--- src/rtl/axi_r_arb_pkg.sv ---
// Shared types and constants for the burst-locked AXI R-channel arbiter.
package axi_r_arb_pkg;

   typedef enum logic {
      IDLE  = 1'b0,
      BURST = 1'b1
   } state_e;

   localparam logic [1:0] RRESP_OKAY   = 2'b00;
   localparam logic [1:0] RRESP_EXOKAY = 2'b01;
   localparam logic [1:0] RRESP_SLVERR = 2'b10;
   localparam logic [1:0] RRESP_DECERR = 2'b11;

   function automatic int ptr_width(input int n);
      return (n > 1) ? $clog2(n) : 1;
   endfunction

endpackage

--- src/rtl/axi_r_arbiter_rr_pick.sv ---
// Round-robin first-one finder: first asserted req at or after ptr, wrapping mod N.
module rr_pick #(
   parameter int N  = 4,
   parameter int PW = 2
) (
   input  logic [N-1:0]  req_i,
   input  logic [PW-1:0] ptr_i,
   output logic [PW-1:0] idx_o,
   output logic          found_o
);

   logic [N-1:0] rot;
   logic [PW:0]  off;
   logic [PW:0]  sum;

   always_comb begin
      // rotate so bit 0 is the requester at the pointer
      rot     = N'({req_i, req_i} >> ptr_i);
      off     = '0;
      found_o = 1'b0;
      for (int i = N - 1; i >= 0; i--) begin
         if (rot[i]) begin
            off     = (PW+1)'(i);
            found_o = 1'b1;
         end
      end
      sum = {1'b0, ptr_i} + off;
      if (sum >= (PW+1)'(N)) sum = sum - (PW+1)'(N);
      idx_o = sum[PW-1:0];
   end

endmodule

--- src/rtl/axi_r_arbiter.sv ---
// Burst-locked round-robin merge of N_SLAVE AXI R channels into one.
// Define AXI_R_ARB_OUT_REG_EN to place a 2-entry skid register on the master channel.
import axi_r_arb_pkg::*;

module axi_r_arbiter #(
   parameter int N_SLAVE    = 4,
   parameter int ID_WIDTH   = 4,
   parameter int DATA_WIDTH = 64,
   parameter int USER_WIDTH = 6
) (
   input  logic                           clk_i,
   input  logic                           rst_i,
   input  logic [N_SLAVE-1:0]             slave_valid_i,
   input  logic [N_SLAVE*DATA_WIDTH-1:0]  slave_data_i,
   input  logic [2*N_SLAVE-1:0]           slave_resp_i,
   input  logic [N_SLAVE*USER_WIDTH-1:0]  slave_user_i,
   input  logic [N_SLAVE*ID_WIDTH-1:0]    slave_id_i,
   input  logic [N_SLAVE-1:0]             slave_last_i,
   output logic [N_SLAVE-1:0]             slave_ready_o,
   output logic                           master_valid_o,
   output logic [DATA_WIDTH-1:0]          master_data_o,
   output logic [1:0]                     master_resp_o,
   output logic [USER_WIDTH-1:0]          master_user_o,
   output logic [ID_WIDTH-1:0]            master_id_o,
   output logic                           master_last_o,
   input  logic                           master_ready_i,
   output logic [N_SLAVE-1:0]             grant_o,
   output logic                           busy_o
);

   localparam int PW = ptr_width(N_SLAVE);
   localparam int BW = DATA_WIDTH + 2 + USER_WIDTH + ID_WIDTH + 1;

   state_e               state_q;
   logic [PW-1:0]        gnt_q;
   logic [PW-1:0]        ptr_q;
   logic [PW-1:0]        ptr_d;
   logic [N_SLAVE-1:0]   grant_q;
   logic                 busy_q;

   logic [PW-1:0]        pick_idx;
   logic                 pick_found;
   logic                 src_valid;
   logic                 src_last;
   logic                 acc_ready;
   logic                 hs;
   logic [BW-1:0]        src_beat;
   logic [BW-1:0]        out_beat;

   rr_pick #(.N(N_SLAVE), .PW(PW)) u_pick (
      .req_i   (slave_valid_i),
      .ptr_i   (ptr_q),
      .idx_o   (pick_idx),
      .found_o (pick_found)
   );

   assign src_valid = busy_q & slave_valid_i[gnt_q];
   assign src_last  = slave_last_i[gnt_q];
   assign src_beat  = {slave_data_i[gnt_q*DATA_WIDTH +: DATA_WIDTH],
                       slave_resp_i[gnt_q*2 +: 2],
                       slave_user_i[gnt_q*USER_WIDTH +: USER_WIDTH],
                       slave_id_i[gnt_q*ID_WIDTH +: ID_WIDTH],
                       src_last};
   assign hs            = src_valid & acc_ready;
   assign slave_ready_o = busy_q ? (N_SLAVE'(acc_ready) << gnt_q) : '0;
   assign ptr_d         = (gnt_q == PW'(N_SLAVE - 1)) ? '0 : gnt_q + 1'b1;

   always_ff @(posedge clk_i) begin
      if (rst_i) begin
         state_q <= IDLE;
         gnt_q   <= '0;
         ptr_q   <= '0;
         grant_q <= '0;
         busy_q  <= 1'b0;
      end else begin
         case (state_q)
            IDLE: begin
               if (pick_found) begin
                  state_q <= BURST;
                  gnt_q   <= pick_idx;
                  grant_q <= N_SLAVE'(1) << pick_idx;
                  busy_q  <= 1'b1;
               end
            end
            BURST: begin
               // grant is frozen until the RLAST beat is accepted
               if (hs && src_last) begin
                  state_q <= IDLE;
                  ptr_q   <= ptr_d;
                  grant_q <= '0;
                  busy_q  <= 1'b0;
               end
            end
            default: state_q <= IDLE;
         endcase
      end
   end

`ifdef AXI_R_ARB_OUT_REG_EN
   logic          out_valid_q;
   logic          skid_valid_q;
   logic [BW-1:0] out_q;
   logic [BW-1:0] skid_q;

   // upstream ready looks only at skid occupancy, never at master_ready_i
   assign acc_ready = ~skid_valid_q;

   always_ff @(posedge clk_i) begin
      if (rst_i) begin
         out_valid_q  <= 1'b0;
         skid_valid_q <= 1'b0;
         out_q        <= '0;
         skid_q       <= '0;
      end else if (!out_valid_q || master_ready_i) begin
         if (skid_valid_q) begin
            out_q        <= skid_q;
            out_valid_q  <= 1'b1;
            skid_valid_q <= 1'b0;
         end else begin
            out_q       <= hs ? src_beat : '0;
            out_valid_q <= hs;
         end
      end else if (hs) begin
         skid_q       <= src_beat;
         skid_valid_q <= 1'b1;
      end
   end

   assign master_valid_o = out_valid_q;
   assign out_beat       = out_q;
`else
   assign acc_ready      = master_ready_i;
   assign master_valid_o = src_valid;
   assign out_beat       = busy_q ? src_beat : '0;
`endif

   assign {master_data_o, master_resp_o, master_user_o, master_id_o, master_last_o} = out_beat;
   assign grant_o = grant_q;
   assign busy_o  = busy_q;

endmodule

--- config.mk ---
export PLATFORM = sky130hd
export DESIGN_NAME = axi_r_arbiter
export DESIGN_NICKNAME = d
export VERILOG_FILES = /design/src/rtl/axi_r_arb_pkg.sv /design/src/rtl/axi_r_arbiter_rr_pick.sv /design/src/rtl/axi_r_arbiter.sv
export SDC_FILE = /design/constraint.sdc
export NUM_CORES = 1
export LEC_CHECK = 0
export CAP_MARGIN = 10
export CORE_AREA = 2 2 157 159
export DETAILED_ROUTE_END_ITERATION = 8
export DIE_AREA = 0 0 159 161
export MAX_ROUTING_LAYER = met4
export SLEW_MARGIN = 20
export SYNTH_ARGS = -nofsm -noshare
export SYNTH_HDL_FRONTEND = slang
export SYNTH_SLANG_ARGS = --single-unit
--- constraint.sdc ---
create_clock -name clk_i -period 3.55 [get_ports clk_i]
set_input_delay 0.5325 -clock clk_i [delete_from_list [all_inputs] [get_ports clk_i]]
set_output_delay 0.5325 -clock clk_i [all_outputs]
set_load 0.01 [all_outputs]
Word level (Yosys, flattened, before mapping)
Index checks and enable logic that the tools add are counted.
{ "word_totals": {"mem_bits_ro": 0, "memories": 0, "ramBits": 0, "output_inout_bits": 87, "latch_bits": 0, "register_bits": 10, "inputBits": 315, "elab_cells": 53} }
{ "classes": {"bitwise_logic": 3, "mul": 1, "reduce_logical": 4, "n_addsub": 3, "n_mux": 25, "n_eq_ne": 3, "n_shift": 7, "div": 0, "magnitude_cmp": 2} }
{ "ops": {"columns": ["operator", "count"], "rows": [
  ["$shiftx A256 B9 Y64", 1],
  ["$mux W77", 1],
  ["$shiftx A24 B6 Y6", 1],
  ["$shiftx A16 B5 Y4", 1],
  ["$mux W2", 6],
  ["$mux W4", 3],
  ["$mux W1", 10],
  ["$pmux W4 S2", 1],
  ["$shiftx A8 B4 Y2", 1],
  ["$shr A8 B2 Y4", 1],
  ["$reduce_and A2 Y1", 3],
  ["$bmux W1 S2", 2],
  ["$mul A2 B2 Y4 const B", 1],
  ["$pmux W1 S2", 2],
  ["$shl A1 B2 Y4", 1],
  ["$shl A1 B2 Y4 const A", 1],
  ["$add A2 B2 Y3", 1],
  ["$ge A3 B3 Y1 const B", 1],
  ["$lt A2 B3 Y1 const B", 1],
  ["$add A2 B1 Y2 const B", 1],
  ["$and A1 B1 Y1", 2],
  ["$eq A2 B2 Y1 const B", 1],
  ["$ne A2 B1 Y1 const B", 1],
  ["$ne A2 B2 Y1 const B", 1],
  ["3 further kinds", 3]
]} }

Logic depth before layout (Yosys ltp)
{ "depth": {"depth_word": 11, "mapped_depth": 8, "mapped_depth_nobuf": 8} }

By module
From an unflattened synthesis, not the netlist that was laid out.
{ "hier_totals": {"hier_cells": 263, "area_unflattened_um2": 3029.2} }
{ "modules_own_cells": {"columns": ["mod", "instances", "seq_area_each_um2", "cells_each", "area_per_inst_um2"], "rows": [
  ["axi_r_arbiter", 1, 200.2, 240, 2849.0],
  ["rr_pick", 1, 0.0, 23, 180.2]
]} }

Least setup slack after synthesis
OpenSTA, ideal clock, no wires.
{ "synth_timing": {"path_kind": "input-to-reg", "startpoint": "input slave_valid_i[2]", "endpoint": "register grant_q[2], in the netlist grant_o[2]", "stages": 7, "n_path_buf": 1, "path_slack_ps": 1303, "setup_ps": 74, "required_time_ps": 3476, "t_arrival_ps": 2172, "cell_sequence": "buf_6 or4_2 o211ai_1 ha_1 nor4_1 inv_1 o21ai_0"} }
{ "synth_between": {"elab_chain_len": 11, "elab_cells_between_ends": 24, "cone_classes": "add/sub (2); order compare (1); eq/ne (2); shift (2); mux (13); bitwise (2); reduce/logical (2)"} }
{ "synth_lines": {"columns": ["item", "line_no", "text"], "rows": [
  ["from (decl)", "axi_r_arbiter.sv:13", "input logic [N_SLAVE-1:0] slave_valid_i,"],
  ["$shr A8 B2 Y4 *", "axi_r_arbiter_rr_pick.sv:18", "rot = N'({req_i, req_i} >> ptr_i);"],
  ["$mux W2 (3 in series)", "axi_r_arbiter_rr_pick.sv:22", "if (rot[i]) begin"],
  ["$mux W2 *", "axi_r_arbiter_rr_pick.sv:22", null],
  ["$add A2 B2 Y3 *", "axi_r_arbiter_rr_pick.sv:27", "sum = {1'b0, ptr_i} + off;"],
  ["$ge A3 B3 Y1 / $sub A2 B1 Y2 (equally long branches)", "axi_r_arbiter_rr_pick.sv:28", "if (sum >= (PW+1)'(N)) sum = sum - (PW+1)'(N);"],
  ["$mux W2 *", "axi_r_arbiter_rr_pick.sv:28", null],
  ["named net pick_idx[0]", "axi_r_arbiter.sv:41", "logic [PW-1:0] pick_idx;"],
  ["$shl A1 B2 Y4 *", "axi_r_arbiter.sv:81", "grant_q <= N_SLAVE'(1) << pick_idx;"],
  ["$mux W4 *", "axi_r_arbiter.sv:78", "if (pick_found) begin"],
  ["$pmux W4 S2 *", "axi_r_arbiter.sv:76", "case (state_q)"],
  ["to (signal assigned)", "axi_r_arbiter.sv:81", null],
  ["to (decl)", "axi_r_arbiter.sv:38", "logic [N_SLAVE-1:0] grant_q;"]
]} }
Mark *: on every way through the listed nets, which the timed path passes. The rest lies on a longest branch. The select of a mux whose other input is x is not followed.
A chain may end at the register's enable or synchronous reset.

Final worst setup path
{ "layout_timing": {"startpoint": "register gnt_q[1]", "endpoint": "output master_data_o[30]"} }
{ "layout_between": {"elab_chain_len": 2} }
{ "layout_lines": {"columns": ["item", "line_no", "text"], "rows": [
  ["from (decl)", "axi_r_arbiter.sv:35", "logic [PW-1:0] gnt_q;"],
  ["from (signal assigned)", "axi_r_arbiter.sv:80", "gnt_q <= pick_idx;"],
  ["$shiftx A256 B9 Y64", "axi_r_arbiter.sv:59", "assign src_beat = {slave_data_i[gnt_q*DATA_WIDTH +: DATA_WIDTH],"],
  ["$mux W77", "axi_r_arbiter.sv:134", "assign out_beat = busy_q ? src_beat : '0;"],
  ["to (decl)", "axi_r_arbiter.sv:21", "output logic [DATA_WIDTH-1:0] master_data_o,"]
]} }
No other way between the ends.

==> metrics.csv <==
metric;value;unit
EDFF count, synth;0;
DR iter-0 viols;182;
TritonCTS clock tree;done;
Die X;159;µm
worst skew pair latency;240;ps
DR vias/cell;4.00;
WP data arrival;2240;ps
sum of negative setup slack;0;ps
H-Tree Depth;1;
P_leak;2.52;nW
RSZ-0062 raised after global routing;no;
Worst Setup Slack, final;775;ps
Post-CTS Repair Setup Buffers;0;
Max Clock Freq;360;MHz
post-CTS resize count;0;
# rows;57;
ys async rst share;0;
Worst Path Buf+Inv;2;
Port Buf Inserts;401;
Initial Util;0.127;
crit-path leading delay family;buffers and inverters;
DR pass1 iterations;4;
IO Pins;402;
vias in the first global route;4177;
Ys Warns;0;
Worst Hold Class;reg -> reg;
global-route wire length before repair;26.1;mm
cell area after placement;0.00740;mm²
# nets final;964;
pins over their slew limit;0;
slowest CP cell;dfxtp_4;
largest cells by area after synthesis;mux4_2 56%, and2_1 16%, dfxtp_1 6.6%;
FF+latch count, synth;10;
Worst Path Max Fanout;39;
total grt overflow;0;
Syn-to-layout area delta;145;%
measured slew at the worst slew-check pin;463;ps
Via Count;3886;
Syn Inst Count;263;
Crit Path Category;reg -> out;
CP endpoint kind;output pin;
Post-Syn Area;0.00305;mm²
final hold violation count;0;
pin count of the biggest net entering global routing;44;
skew final;0.727;ps
largest family of logic cells by synthesized area;multiplexers;
Tmin final;2780;ps
core area;0.0240;mm²
Post-Place Worst Slack;666;ps
mux cell area share after synthesis;0.580;
total CTS buffers;3;
peak supply drop;0.170;mV
hold_buf cts;0;
hold slack final;496;ps
detailed-placement wirelength estimate;14.8;mm
CTS clock-pin slew for the worst setup and hold paths;40;ps
Synth top area share;0.561;
Adder-Cell Fraction of Synth Area;0.00820;
Tcrit/Tclk final;0.782;
Die Ht;161;µm
Avg Inst Size Synth;11.6;µm²
clk sinks;10;
GPL Wtd Cong;0.853;
WP data required;3020;ps
fillcell total;2468;
cell taking the most area after synthesis;mux4_2;
status;finished, final reports clean;
Synth Area in XOR/XNOR;0.00820;
layout cells sized above 1;0.153;
die area;0.0256;mm²
Synth Flop Type;dfxtp_1;
# DRC;0;
CP cell instances;buf_12, mux4_2, and2_1, clkdlybuf4s50_1;
initial antenna violation count;2;
Post-Synth Simple-Gate Area;0.219;
CTS Buffer Depth;2;
total track usage;0.134;
register area share after synthesis;0.0656;
max-cap violations;0;
DRT antenna net count;0;
max_slew headroom;0.691;
# setup viols final;0;
slowest stage delay, CP;630;ps
Final Cell Area;0.00749;mm²
drt wl/cell;18.1;µm
final WL;17.5;mm
Yosys cell types;39;
Power Density;173;mW/mm²
Synth Area in Compound Gates;0.0549;
Net Count, Synth;580;
crit start category;register;
clock root cell;clkbuf_16;
power by group:
part / leakage (nW) / internal [mW] / switching, mW
sequential: 0.0836 / 0.120 / 0.0174
clock: 0.0442 / 0.169 / 0.0523
combinational: 2.39 / 0.655 / 0.282
total: 2.52 / 0.944 / 0.352
area by class of cell:
| type | instances | area [µm²] | share of cell area |
|---|---|---|---|
| flip-flops and latches | 10 | 209 | 0.0279 |
| diodes | 2 | 5.00 | 0.000668 |
| inverters | 4 | 15.0 | 0.00200 |
| well taps | 324 | 405 | 0.0541 |
| repair buffers | 409 | 4110 | 0.549 |
| clock buffers | 4 | 88.8 | 0.0119 |
| multi-input cells | 219 | 2660 | 0.355 |
worst reg2reg max path: stages (launching register included):
cell and delay (ps):
dfxtp_1 420, or4_2 700, o211ai_1 110, ha_1 300, nor4_1 360, inv_1 60
o21ai_0 150
stage by stage:
stage / total power, mW / util / std cells
floorplan: 0.514 / - / 263
global placement: 1.08 / 0.309 / 966
finish: 1.30 / 0.313 / 972
global route: 1.37 / 0.313 / 972
detailed placement: 1.08 / 0.309 / 966
CTS: 1.31 / 0.312 / 970
logic make-up (layout without fill, tap and decap cells):
group           after synthesis  count (layout)
compound gates               19              19
xor+xnor                      2               2
fa+ha+maj                     2               2
buf+inv                      34             417
flops                        10              10
mux                          82              82
other cells                   0               2
simple gates                114             114
per-layer routing:
metal	global-route usage	wire, µm	up-vias
met4	0.0190	121	0
met2	0.224	8680	179
met1	0.170	7490	1880
met5	-	0	-
met3	0.0306	1250	8
li1	-	-	1819
path summary, 6_finish.rpt:
check | from | end | slack [ps] | depth (start not counted)
min reg2reg | grant_o[2] | grant_o[2] | 500 | 2
max | gnt_q[1] | master_data_o[30] | 770 | 4
max reg2reg | ptr_q[0] | grant_o[2] | 1380 | 6
min | grant_o[2] | grant_o[2] | 500 | 2
synthesized netlist by cell type (2+ instances only):
master     n
inv_1      4
nor3_1     2
mux4_2    76
dfxtp_1   10
buf_2     10
buf_6      2
nand3_1    2
buf_4      8
a21oi_1    2
and2_1    76
nand2b_1   4
o211ai_1   2
ha_1       2
mux2i_1    6
o21ai_0    3
nand2_1    8
clkbuf_1   9
nor2_1    16
cell usage in the layout, fill, tap and decap left out, drive strengths merged, types with 2 or more instances in the layout:
cell type	n
xnor2	2
nand3	2
a211oi	2
mux4	76
ha	2
nor2	16
nor4	2
buf	8
mux2i	6
clkbuf	4
clkdlybuf4s50	401
o32ai	2
inv	4
diode	2
o211ai	2
a21oi	2
and2	76
o21ai	3
o22ai	2
nand2b	4
nor3	2
dfxtp	10
nand2	8
flip-flops by register name, indices dropped and copies added, names as in the netlist:
name	cells
state_q	1
grant_o	4
ptr_q	2
busy_o	1
gnt_q	2
(Power assumes the default switching activity.)
